**src/rtl/i2c_bus_watchdog.sv**
```systemverilog
// i2c_bus_watchdog
//   Watches the I2C bus for SCL or SDA stuck low. While the bus is low the
//   external millisecond timeout counter is enabled and fed a 1 ms tick. If
//   that counter times out, SCL is clocked until the slave lets SDA go (up to
//   RECOV_PULSES times), a STOP is generated, and the bus is checked again.
//
// Ports
//   sys_clk, sys_rst_n : clock, asynchronous active-low reset
//   wd_enable          : enables entry into monitoring
//   scl_in, sda_in     : raw pad levels (asynchronous)
//   clr_stuck          : leaves FAULT and clears stuck_flag
//   timeout            : from the external timeout counter
//   cnt_en, cnt_size, cnt_pulse : control of the external timeout counter
//   scl_oe, sda_oe     : open-drain pull-low enables (1 = drive low)
//   recov_busy         : recovery or STOP in progress
//   recov_done         : one-cycle pulse after a successful recovery
//   stuck_flag         : sticky, recovery failed
//   recov_cnt          : successful recoveries, saturating at 255
module i2c_bus_watchdog #(
  parameter int CLK_PER_MS   = 33000,
  parameter int TIMEOUT_MS   = 25,
  parameter int HALF_CLKS    = 165,
  parameter int RECOV_PULSES = 9
) (
  input  logic        sys_clk,
  input  logic        sys_rst_n,
  input  logic        wd_enable,
  input  logic        scl_in,
  input  logic        sda_in,
  input  logic        clr_stuck,
  input  logic        timeout,
  output logic        cnt_en,
  output logic [10:0] cnt_size,
  output logic        cnt_pulse,
  output logic        scl_oe,
  output logic        sda_oe,
  output logic        recov_busy,
  output logic        recov_done,
  output logic        stuck_flag,
  output logic [7:0]  recov_cnt
);

  localparam logic [15:0] C_PRESC_LAST = 16'(CLK_PER_MS - 1);
  localparam logic [11:0] C_HALF_LAST  = 12'(HALF_CLKS - 1);
  localparam logic [3:0]  C_PULSES     = 4'(RECOV_PULSES);

  typedef enum logic [2:0] {
    S_IDLE, S_MON, S_RC_LO, S_RC_HI, S_ST_A, S_ST_B, S_ST_C, S_FAULT
  } state_t;

  state_t      r_state;
  logic        r_scl_meta, r_scl_s, r_sda_meta, r_sda_s;
  logic [15:0] r_presc;
  logic [11:0] r_half;
  logic [3:0]  r_pulse_cnt;
  logic        r_cnt_en, r_cnt_pulse, r_scl_oe, r_sda_oe;
  logic        r_recov_busy, r_recov_done, r_stuck_flag;
  logic [7:0]  r_recov_cnt;

  logic        w_bus_low;
  logic        w_half_last;
  logic [3:0]  w_pulse_nxt;

  function automatic logic [7:0] sat_inc8(input logic [7:0] v);
    return (v == 8'hFF) ? v : v + 8'd1;
  endfunction

  assign w_bus_low   = ~r_scl_s | ~r_sda_s;
  assign w_half_last = (r_half == C_HALF_LAST);
  assign w_pulse_nxt = r_pulse_cnt + 4'd1;

  // Synchronizer stage: pads idle high, so reset to 1 to avoid a false low.
  always_ff @(posedge sys_clk or negedge sys_rst_n) begin
    if (!sys_rst_n) begin
      r_scl_meta <= 1'b1;
      r_scl_s    <= 1'b1;
      r_sda_meta <= 1'b1;
      r_sda_s    <= 1'b1;
    end else begin
      r_scl_meta <= scl_in;
      r_scl_s    <= r_scl_meta;
      r_sda_meta <= sda_in;
      r_sda_s    <= r_sda_meta;
    end
  end

  // Prescaler stage: value k during the k-th cycle of MON (mod CLK_PER_MS).
  always_ff @(posedge sys_clk or negedge sys_rst_n) begin
    if (!sys_rst_n) begin
      r_presc <= 16'd0;
    end else if (!r_cnt_en || r_presc == C_PRESC_LAST) begin
      r_presc <= 16'd0;
    end else begin
      r_presc <= r_presc + 16'd1;
    end
  end

  // Control FSM stage: all outputs are registered alongside the state.
  always_ff @(posedge sys_clk or negedge sys_rst_n) begin
    if (!sys_rst_n) begin
      r_state      <= S_IDLE;
      r_half       <= 12'd0;
      r_pulse_cnt  <= 4'd0;
      r_cnt_en     <= 1'b0;
      r_cnt_pulse  <= 1'b0;
      r_scl_oe     <= 1'b0;
      r_sda_oe     <= 1'b0;
      r_recov_busy <= 1'b0;
      r_recov_done <= 1'b0;
      r_stuck_flag <= 1'b0;
      r_recov_cnt  <= 8'd0;
    end else begin
      r_cnt_pulse  <= 1'b0;
      r_recov_done <= 1'b0;
      r_half       <= r_half + 12'd1;
      case (r_state)
        S_IDLE: begin
          if (wd_enable && w_bus_low) begin
            r_state  <= S_MON;
            r_cnt_en <= 1'b1;
            r_half   <= 12'd0;
          end
        end
        S_MON: begin
          // Timeout wins over a release seen in the same cycle.
          if (timeout) begin
            r_state      <= S_RC_LO;
            r_cnt_en     <= 1'b0;
            r_scl_oe     <= 1'b1;
            r_recov_busy <= 1'b1;
            r_pulse_cnt  <= 4'd0;
            r_half       <= 12'd0;
          end else if (!w_bus_low || !wd_enable) begin
            r_state  <= S_IDLE;
            r_cnt_en <= 1'b0;
            r_half   <= 12'd0;
          end else begin
            // Tick lands on the cycle after the prescaler wraps, so the
            // first one is CLK_PER_MS cycles after cnt_en rises.
            r_cnt_pulse <= (r_presc == C_PRESC_LAST);
          end
        end
        S_RC_LO: begin
          if (w_half_last) begin
            r_state  <= S_RC_HI;
            r_scl_oe <= 1'b0;
            r_half   <= 12'd0;
          end
        end
        S_RC_HI: begin
          if (w_half_last) begin
            r_pulse_cnt <= w_pulse_nxt;
            r_half      <= 12'd0;
            r_scl_oe    <= 1'b1;
            if (r_sda_s || w_pulse_nxt == C_PULSES) begin
              r_state  <= S_ST_A;
              r_sda_oe <= 1'b1;
            end else begin
              r_state <= S_RC_LO;
            end
          end
        end
        S_ST_A: begin
          if (w_half_last) begin
            r_state  <= S_ST_B;
            r_scl_oe <= 1'b0;
            r_half   <= 12'd0;
          end
        end
        S_ST_B: begin
          // SDA rising while SCL is high forms the STOP condition.
          if (w_half_last) begin
            r_state  <= S_ST_C;
            r_sda_oe <= 1'b0;
            r_half   <= 12'd0;
          end
        end
        S_ST_C: begin
          if (w_half_last) begin
            r_recov_busy <= 1'b0;
            r_half       <= 12'd0;
            if (r_scl_s && r_sda_s) begin
              r_state      <= S_IDLE;
              r_recov_done <= 1'b1;
              r_recov_cnt  <= sat_inc8(r_recov_cnt);
            end else begin
              r_state      <= S_FAULT;
              r_stuck_flag <= 1'b1;
            end
          end
        end
        S_FAULT: begin
          if (clr_stuck) begin
            r_state      <= S_IDLE;
            r_stuck_flag <= 1'b0;
            r_half       <= 12'd0;
          end
        end
        default: begin
          r_state      <= S_IDLE;
          r_cnt_en     <= 1'b0;
          r_scl_oe     <= 1'b0;
          r_sda_oe     <= 1'b0;
          r_recov_busy <= 1'b0;
        end
      endcase
    end
  end

  assign cnt_en     = r_cnt_en;
  assign cnt_size   = 11'(TIMEOUT_MS);
  assign cnt_pulse  = r_cnt_pulse;
  assign scl_oe     = r_scl_oe;
  assign sda_oe     = r_sda_oe;
  assign recov_busy = r_recov_busy;
  assign recov_done = r_recov_done;
  assign stuck_flag = r_stuck_flag;
  assign recov_cnt  = r_recov_cnt;

endmodule

```
**config.mk**
```make
export PLATFORM = sky130hd
export DESIGN_NAME = i2c_bus_watchdog
export DESIGN_NICKNAME = d
export VERILOG_FILES = /design/src/rtl/i2c_bus_watchdog.sv
export SDC_FILE = /design/constraint.sdc
export NUM_CORES = 1
export LEC_CHECK = 0
export CAP_MARGIN = 20
export CORE_MARGIN = 8
export CORE_UTILIZATION = 29
export DETAILED_ROUTE_END_ITERATION = 8
export SYNTH_ARGS = -nofsm -noshare
export SYNTH_HDL_FRONTEND = slang
export SYNTH_SLANG_ARGS = --single-unit
```
**constraint.sdc**
```tcl
create_clock -name sys_clk -period 2.72 [get_ports sys_clk]
set_clock_uncertainty 0.2 [all_clocks]
set_input_delay 0.68 -clock sys_clk [delete_from_list [all_inputs] [get_ports sys_clk]]
set_output_delay 0.68 -clock sys_clk [all_outputs]
set_load 0.02 [all_outputs]
```
==> results of run 1 <==
[routing by layer]
| layer | global-route usage, % | up-vias | wire length, µm |
|---|---|---|---|
| met4 | 1.47 | 0 | 29 |
| li1 | - | 1078 | - |
| met3 | 2.66 | 4 | 313 |
| met5 | 0 | - | 0 |
| met2 | 15.6 | 47 | 2870 |
| met1 | 12.0 | 1113 | 2880 |
[logic make-up (layout without fill, tap and decap cells)]
| group | Yosys count | after routing | synth area share, % |
|---|---|---|---|
| simple gates | 130 | 130 | 25.0 |
| flops | 54 | 54 | 46.9 |
| compound gates | 46 | 46 | 11.0 |
| buf+inv | 28 | 41 | 5.54 |
| xor+xnor | 25 | 25 | 7.57 |
| fa+ha+maj | 6 | 6 | 2.60 |
| mux | 3 | 3 | 1.08 |
| other cells | 2 | 11 | 0.260 |
[synthesized netlist by cell type (4+ instances only)]
cell	n
nand3_1	16
dfrtp_1	50
and3_1	8
o31ai_1	4
buf_4	12
inv_1	9
or3_1	4
and2_1	5
nand2_1	21
a31oi_1	7
xnor2_1	10
o21ai_0	8
nor3_1	16
dfstp_2	4
and4_1	4
nor2_1	23
nand4_1	14
ha_1	6
xor2_1	15
clkbuf_1	4
a21oi_1	10
[worst max path at each step]
stage	slack [ns]	to
2_1_floorplan	0.80	r_half[10]$_DFF_PN0_
3_5_place_dp	0.33	r_state[1]$_DFFE_PN0P_
3_3_place_gp	0.41	r_state[0]$_DFFE_PN0P_
6_report	0.42	recov_cnt[3]
5_1_grt	0.36	recov_cnt[3]
4_1_cts	0.40	recov_cnt[3]
[sequential cells by signal, indices dropped and copies added (netlist names)]
signal       flops
r_state          3
r_presc         16
scl_oe           1
r_sda_s          1
r_scl_s          1
r_sda_meta       1
recov_done       1
r_pulse_cnt      4
cnt_en           1
r_scl_meta       1
recov_busy       1
r_half          12
recov_cnt        8
stuck_flag       1
sda_oe           1
cnt_pulse        1
[metrics by stage]
step	instances	utilization [%]	hold WS, ns	area (µm²)
6_report	449	34.1	0.160	3310
3_5_place_dp	441	33.0	0.147	3210
4_1_cts	449	34.1	0.162	3310
3_3_place_gp	441	33.0	0.147	3210
5_1_grt	449	34.1	0.166	3310
2_1_floorplan	303	-	0.145	2930
[area by class of cell]
cell class	count	area, µm²
clock buffers	7	76.3
clock inverters	1	30.0
fillers	1031	6420
inverters	9	33.8
multi-input cells	221	1410
flip-flops and latches	54	1360
well taps	133	166
repair buffers	24	240
[where the power goes]
group | leakage, nW | switching, mW | internal [mW]
combinational | 0.614 | 0.0389 | 0.0139
sequential | 0.689 | 0.00243 | 0.808
clock | 0.0524 | 0.247 | 0.276
total | 1.36 | 0.288 | 1.10
==> results.md, run 1 <==
- Number of global-route vias before repair: between 2000 and 2500
- Clock Tree Root: clkbuf_8
- Crit path from: recov_cnt[3]$_DFFE_PN0P_
- RSZ-0062 raised after global routing: no
- Reg2reg start: r_half[0]$_DFF_PN0_
- 1st-pass router iterations: 4
- Seq/Total Area, Yosys: between 40% and 50%
- First-pass GRT wire length: 10400 µm
- Post-synthesis cell count: between 200 and 300
- Fin nets: 328
- Max Cap Viol: 0
- FFs w/ async S/R, synth: between 90% and 100%
- Hold Startpoint: r_scl_meta$_DFF_PN1_
- CTS tree: built
- DRC: 0
- CP endpoint kind: output port
- Library cells used by synthesis: 52
- Clk slew on worst S/H paths: approximately 0.09 ns
- DR WL/cell: between 10 and 15 µm
- Vias: approximately 2200
- H-tree levels: 2
- Crit path DAT: between 1 and 1.5 ns
- CP Buf/Inv Count: 1
- Final WS setup: about 0.42 ns
- #FFs+latches synth: between 50 and 60
- Overall power: around 1.4 mW
- Time the worst path needs with I/O delays and setup: between 2 and 2.5 ns
- Largest area contributor in the netlist: dfrtp_1
- Share of layout cells above drive strength 1: under 10%
- Total Wirelength: approximately 6000 µm
- Port-buffer cells: 21
- CP Launch Type: flop
- R2R cell count: 7
- Starting DRT DRC Count: 74
- Vias per inst: between 4 and 5
- Routability congestion estimate from global placement: 0.847
- Worst-margin pin slew: ~0.6 ns
- R2r setup slk: just under 0.6 ns
- Largest net degree at the start of global routing: 55
- Fmax: roughly 430 MHz
- CP max FO: 6
- Ant diodes: 0
- Area delta synth->final: 14.5%
- Worst slew margin relative to its limit: between 60% and 70%
- Final Hold Viols: 0
- Total core area: around 9700 µm²
- Main synth FF type: dfrtp_1
- Clock sink count: between 50 and 60
- # IOs: 33
- Hold buffer count at cts: 0
- Resized Gates After CTS: 0
- Starting Density: ~30%
- Share of the synthesized area in the top cell type: between 40 and 50%
- Hold WC Path Type: reg2reg
- WHS Path Cells: 0
- Leakage power: ~1.4 nW
- Endpoint of the worst hold path: r_scl_s$_DFF_PN1_
- Outcome: completed
- HPWL Detailed: between 4000 and 5000 µm
- Dpl ws: around 0.33 ns
- Num CTS Buffers: 5
- Die H: 116 µm
- Routed Antenna Nets: 0
- Synth Warn #: 0
- Endpoints failing setup: 0
- Setup TNS: 0 ns
- Pwr Density: ~420 nW/µm²
- Post-CTS Setup Inserts: 0
- Initial antenna violation count: 0
- Gr ovfl total: 0
- Mapped cell area: approximately 2900 µm²
- Most frequent cells in the layout: dfrtp_1, nor2_1, nand2_1
- # rows: 36
- Reg2reg end: r_state[0]$_DFFE_PN0P_
- WP depth: 1
- Commonest non-fill, non-tap cell in the layout: dfrtp_1
- Worst endpoint required time: about 1.8 ns
- CP delay by family, top: buffers and inverters
- Slowest cell on crit path: clkdlybuf4s50_1
- Final Slew Violations: 0
- Avg Cell Area, Syn: between 9 and 10 µm²
- Worst path cell trace: clkdlybuf4s50_1
- Final period util: 84.6%
- Die ar.: 13400 µm²
- Worst-case clock buffer depth: 2
- Max incr delay on CP: around 0.66 ns
- Classification of the worst setup path: reg2out
- Worst-skew pair later-pin latency: 0.30 ns
- Die width: approximately 120 µm
- Top post-synthesis cells by area: dfrtp_1, xor2_1, dfstp_2, buf_4, nand4_1
- Post-synth EDFFs: 0
- Worst vdd ir: ~0.21 mV
- Tot GR Track Use: 9.37%
(Power assumes the default switching activity.)
==> inputs of run 2 (changes only) <==
- clock period: 2.72 -> 1.9 ns (I/O delays scaled with it)
==> run 2 against run 1 <==
Against the previous run:
- design area rose by 14%
- critical endpoint is now recov_cnt[3]$_DFFE_PN0P_
- highest routed layer unchanged
- largest cell class unchanged
- count of clock-buffer cells in the layout fell by 1
- via count up 8.1%
- the flow now finishes with violations (negative setup slack)
- critical path depth increased by 6
- total power rose by 39%
==> results.md, run 2 (synthesis gave the netlist of run 1 again) <==
- Outcome: complete, but fails checks
- Failing checks: negative setup slack
- Most frequent cells in the layout: buf_4, dfrtp_1, nor2_1
- Commonest non-fill, non-tap cell in the layout: buf_4
- Endpoint of the worst hold path: r_sda_s$_DFF_PN1_
- R2R cell count: 7
- Total Wirelength: about 7000 µm
- Sw frac: a little under a quarter
- Seq pwr share: 60.0%
- Tot GR Track Use: a little over a tenth
- Cell count after placement: 486
- Die H: 116 µm
- Die ar.: between 10000 and 15000 µm²
- Starting DRT DRC Count: 90
- Initial antenna violation count: 0
- # IOs: 33
- Num CTS Buffers: 5
- DR WL/cell: about 14 µm
- Endpoints failing setup: 10
- Max reg flops: 16
- R2r setup slk: -0.12 ns
- DRC: 0
- Area delta synth->final: 30.6%
- RSZ-0062 raised after global routing: yes
- Port-buffer cells: 21
- Dpl ws: -0.182 ns
- Worst Hold Slack: about 0.16 ns
- Pwr Density: 511 nW/µm²
- Vias per inst: between 4 and 5
- Combinational Power Share: 4.8%
- NetSw: 450 µW
- Worst-skew pair later-pin latency: 0.31 ns
- Crit path from: r_half[0]$_DFF_PN0_
- Gr ovfl total: 0
- Most flops, register: r_presc
- Time the worst path needs with I/O delays and setup: around 2.0 ns
- Final Hold Viols: 0
- Classification of the worst setup path: reg2reg
- CP Launch Type: flop
- Number of global-route vias before repair: approximately 2500
- Worst-case clock buffer depth: 2
- Worst endpoint required time: roughly 1.9 ns
- Clock Tree Root: clkbuf_8
- Overall power: 1.93 mW
- Clock sink count: 54
- Leakage power: 1.68 nW
- CTS tree: built
- Fmax: 495 MHz
- Final Slew Violations: 0
- WHS Path Cells: 0
- Clk pwr share: a little over a third
- Final WS setup: -0.119 ns
- Ant diodes: 0
- Worst vdd ir: around 0.27 mV
- CP max FO: 4
- Fin nets: 380
- Largest net degree at the start of global routing: 55
- Crit path DAT: 2.02 ns
- Starting Density: between 20 and 30%
- HPWL Detailed: a little over 5000 µm
- Routed Antenna Nets: 0
- Vias: approximately 2400
- Total core area: between 9000 and 10000 µm²
- First-pass GRT wire length: 11800 µm
- CP endpoint kind: flop
- Reg2reg start: r_half[0]$_DFF_PN0_
- Hold Startpoint: r_sda_meta$_DFF_PN1_
- Setup TNS: -0.638 ns
- Internal power: ~1.5 mW
- Final period util: 106%
- Routability congestion estimate from global placement: 0.836
- Reg2reg end: recov_cnt[3]$_DFFE_PN0P_
- Max Cap Viol: 0
- Die width: ~120 µm
- # rows: 36
- Hold WC Path Type: reg2reg
- Clk slew on worst S/H paths: 0.10 ns
- Share of layout cells above drive strength 1: between 20% and 30%
- H-tree levels: 2
- Final Non-Filler Cells: around 500
- 1st-pass router iterations: 4
## run 2: cell count changes in the layout (fill, tap and decap cells not counted), moves of 3 or more
cell,before,now
buf_4,2,48
clkdlybuf4s50_1,20,5
dlygate4sd2_1,0,14
buf_12,1,4
dfrtp_1,50,47
dfrtp_2,0,3
o21ai_0,8,5
## run 2: critical path: stages (launching register included)
cell and delay, ns:
dfrtp_1 0.39, inv_1 0.06, ha_1 0.15, and4bb_2 0.31, nand3_4 0.12, buf_4 0.17
or3b_1 0.39, xnor2_1 0.13
## run 2: power groups by stage
stage / logic [mW] / registers [mW] / clock network (mW)
CTS: 0.0928 / 1.16 / 0.711
floorplan: 0.0479 / 1.18 / 0
finish: 0.0925 / 1.16 / 0.680
detailed placement: 0.0909 / 1.18 / 0
global placement: 0.0909 / 1.18 / 0
global route: 0.103 / 1.16 / 0.754
## run 2: cell type report
type / count / area, µm²
multi-input cells: 221 / 1460
repair buffers: 76 / 661
fillers: 998 / 5950
well taps: 133 / 166
clock buffers: 6 / 82.6
inverters: 9 / 33.8
clock inverters: 2 / 12.5
flip-flops and latches: 54 / 1360
## run 2: worst max-delay path by stage
stage / slack, ns / cells after the start / endpoint
after global routing: -0.17 / 7 / recov_cnt[3]$_DFFE_PN0P_
after detailed placement: -0.18 / 5 / r_half[4]$_DFF_PN0_
after floorplan: 0.01 / 7 / r_half[10]$_DFF_PN0_
final: -0.12 / 7 / recov_cnt[3]$_DFFE_PN0P_
after global placement: -0.10 / 5 / r_pulse_cnt[0]$_DFFE_PN0P_
after CTS: -0.10 / 7 / r_state[1]$_DFFE_PN0P_
## run 2: through the flow
step	area (µm²)	util [%]
4_1_cts	3670	37.7
3_3_place_gp	3580	36.8
3_5_place_dp	3580	36.8
5_1_grt	3780	38.8
2_1_floorplan	2930	-
6_report	3780	38.8
## run 2: repair_timing
action | CTS | global route
endpoints found under the hold margin | 50 | 0
resized for setup | 16 | 20
endpoints found under the setup margin | 33 | 29
hold buffers | 1 | 0
buffers inserted | 1 | 5
pin swaps | 0 | 2
## run 2: layer usage
| metal | wire, µm | track usage [%] |
|---|---|---|
| met5 | 0 | 0 |
| met4 | 70 | 3.20 |
| met3 | 298 | 2.87 |
| met2 | 3370 | 17.7 |
| met1 | 3230 | 13.5 |
==> inputs of run 3 (changes only) <==
- CTS_BUF_LIST: default -> sky130_fd_sc_hd__clkbuf_4 sky130_fd_sc_hd__clkbuf_8
- PLACE_DENSITY_LB_ADDON: default -> 0.25
- TNS_END_PERCENT: default -> 10
==> run 3 against run 2 <==
Against the previous run:
- the run still ends with negative setup slack left
- sequential share of layout area up 0.73 points
- wire length fell by 1.4%
- final cell count is 1.0% lower
==> results.md, run 3 (synthesis gave the netlist of run 1 again) <==
- 1st-pass router iterations: 4
- Hold WC Path Type: reg2reg
- Die width: between 100 and 150 µm
- Worst-case clock buffer depth: 2
- Fmax: slightly above 500 MHz
- Die ar.: roughly 13000 µm²
- CTS tree: built
- Classification of the worst setup path: reg2reg
- Worst Hold Slack: around 0.16 ns
- DRC: 0
- Total core area: slightly below 10000 µm²
- Largest net degree at the start of global routing: 27
- Number of global-route vias before repair: around 2500
- Post-route cell area: about 3700 µm²
- # IOs: 33
- Crit path DAT: roughly 2.0 ns
- Pwr Density: about 540 nW/µm²
- Max Cap Viol: 0
- Starting DRT DRC Count: 75
- Most flops, register: r_presc
- Overall power: 1.98 mW
- Port-buffer cells: 21
- Share of layout cells above drive strength 1: 20.1%
- Final WS setup: -0.0855 ns
- Fin nets: ~380
- DR WL/cell: around 14 µm
- Vias: about 2400
- Most frequent cells in the layout: dfrtp_1, buf_4, nor2_1
- Area delta synth->final: 27.6%
- CP max FO: 14
- Tot GR Track Use: between 10% and 20%
- Leakage power: approximately 1.7 nW
- CP endpoint kind: flop
- DP Area: 3580 µm²
- Final Slew Violations: 0
- Clk slew on worst S/H paths: roughly 0.1 ns
- Failing checks: negative setup slack
- Fin util: around 38%
- Max reg flops: 16
- Time the worst path needs with I/O delays and setup: 1.99 ns
- # rows: 36
- Worst vdd ir: between 0.2 and 0.25 mV
- Clock Tree Root: clkbuf_8
- Outcome: complete, but fails checks
- Dpl ws: -0.167 ns
- Initial antenna violation count: 0
- Vias per inst: 4.76
- Die H: 116 µm
- Worst-skew pair later-pin latency: roughly 0.31 ns
- Total Wirelength: between 6000 and 7000 µm
- Post-CTS Setup Inserts: 0
- Commonest non-fill, non-tap cell in the layout: dfrtp_1
- Ant diodes: 0
- Num CTS Buffers: 5
- Final period util: 104%
- H-tree levels: 2
- Fillcell total: about 1000
- Clock sink count: 54
- Gr ovfl total: 0
- RSZ-0062 raised after global routing: yes
- Final Hold Viols: 0
- Endpoints failing setup: 6
- CP Launch Type: flop
- Routability congestion estimate from global placement: between 0.8 and 0.9
- Routed Antenna Nets: 0
- HPWL Detailed: ~5200 µm
- Worst endpoint required time: roughly 1.9 ns
- Starting Density: 29.7%
- First-pass GRT wire length: between 10000 and 15000 µm
## run 3: final timing paths
| path | start | endpoint | slack [ns] | cells after the start |
|---|---|---|---|---|
| worst max-delay path | r_half[0]$_DFF_PN0_ | r_state[1]$_DFFE_PN0P_ | -0.09 | 7 |
| worst min-delay path | r_sda_meta$_DFF_PN1_ | r_sda_s$_DFF_PN1_ | 0.16 | 0 |
| worst max register to register | r_half[0]$_DFF_PN0_ | r_state[1]$_DFFE_PN0P_ | -0.09 | 7 |
| worst min register to register | r_sda_meta$_DFF_PN1_ | r_sda_s$_DFF_PN1_ | 0.16 | 0 |
| max in group asynchronous | sys_rst_n | r_presc[10]$_DFF_PN0_ | 0.56 | 3 |
| min in group asynchronous | sys_rst_n | sda_oe$_DFFE_PN0P_ | 0.40 | 2 |
## run 3: area by class of cell
type	count	area [µm²]	area share (%)
tap	133	166	4.51
clock inverter	1	8.76	0.237
inverter	9	33.8	0.915
clock buffer	7	96.3	2.61
sequential	54	1360	36.7
multi-input combinational	221	1430	38.7
timing repair buffer	71	602	16.3
## run 3: worst max-delay path, stage by stage, from the launching register on
cell and delay [ns]:
dfrtp_1 0.38, inv_1 0.06, ha_1 0.14, and4bb_2 0.31, nand3_4 0.12, a221oi_4 0.33
buf_12 0.18, mux2i_1 0.20
## run 3: where the power goes
group	leakage (nW)	internal (mW)	switching [mW]
Combinational	0.922	0.0314	0.0606
Clock	0.0544	0.335	0.392
Sequential	0.689	1.16	0.00245
Total	1.67	1.52	0.455
## run 3: per-layer routing
layer / share of wire, % / global-route usage, %
met4: 0.73 / 2.85
met5: 0 / 0
met1: 48 / 14.6
met3: 4.4 / 2.55
met2: 47 / 17.8
## run 3: timing repair
action / in CTS / in global routing
endpoints found under the setup margin: 31 / 27
gates cloned: 0 / 0
hold buffers: 1 / 0
gates resized for setup: 15 / 5
hold endpoints to repair: 8 / 0
## run 3: stage by stage
| step | cells | setup TNS, ns |
|---|---|---|
| 6_report | 496 | -0.176 |
| 5_1_grt | 496 | -2.46 |
| 4_1_cts | 496 | -0.319 |
| 3_5_place_dp | 487 | -2.24 |
| 3_3_place_gp | 487 | -1.40 |
| 2_1_floorplan | 303 | 0 |
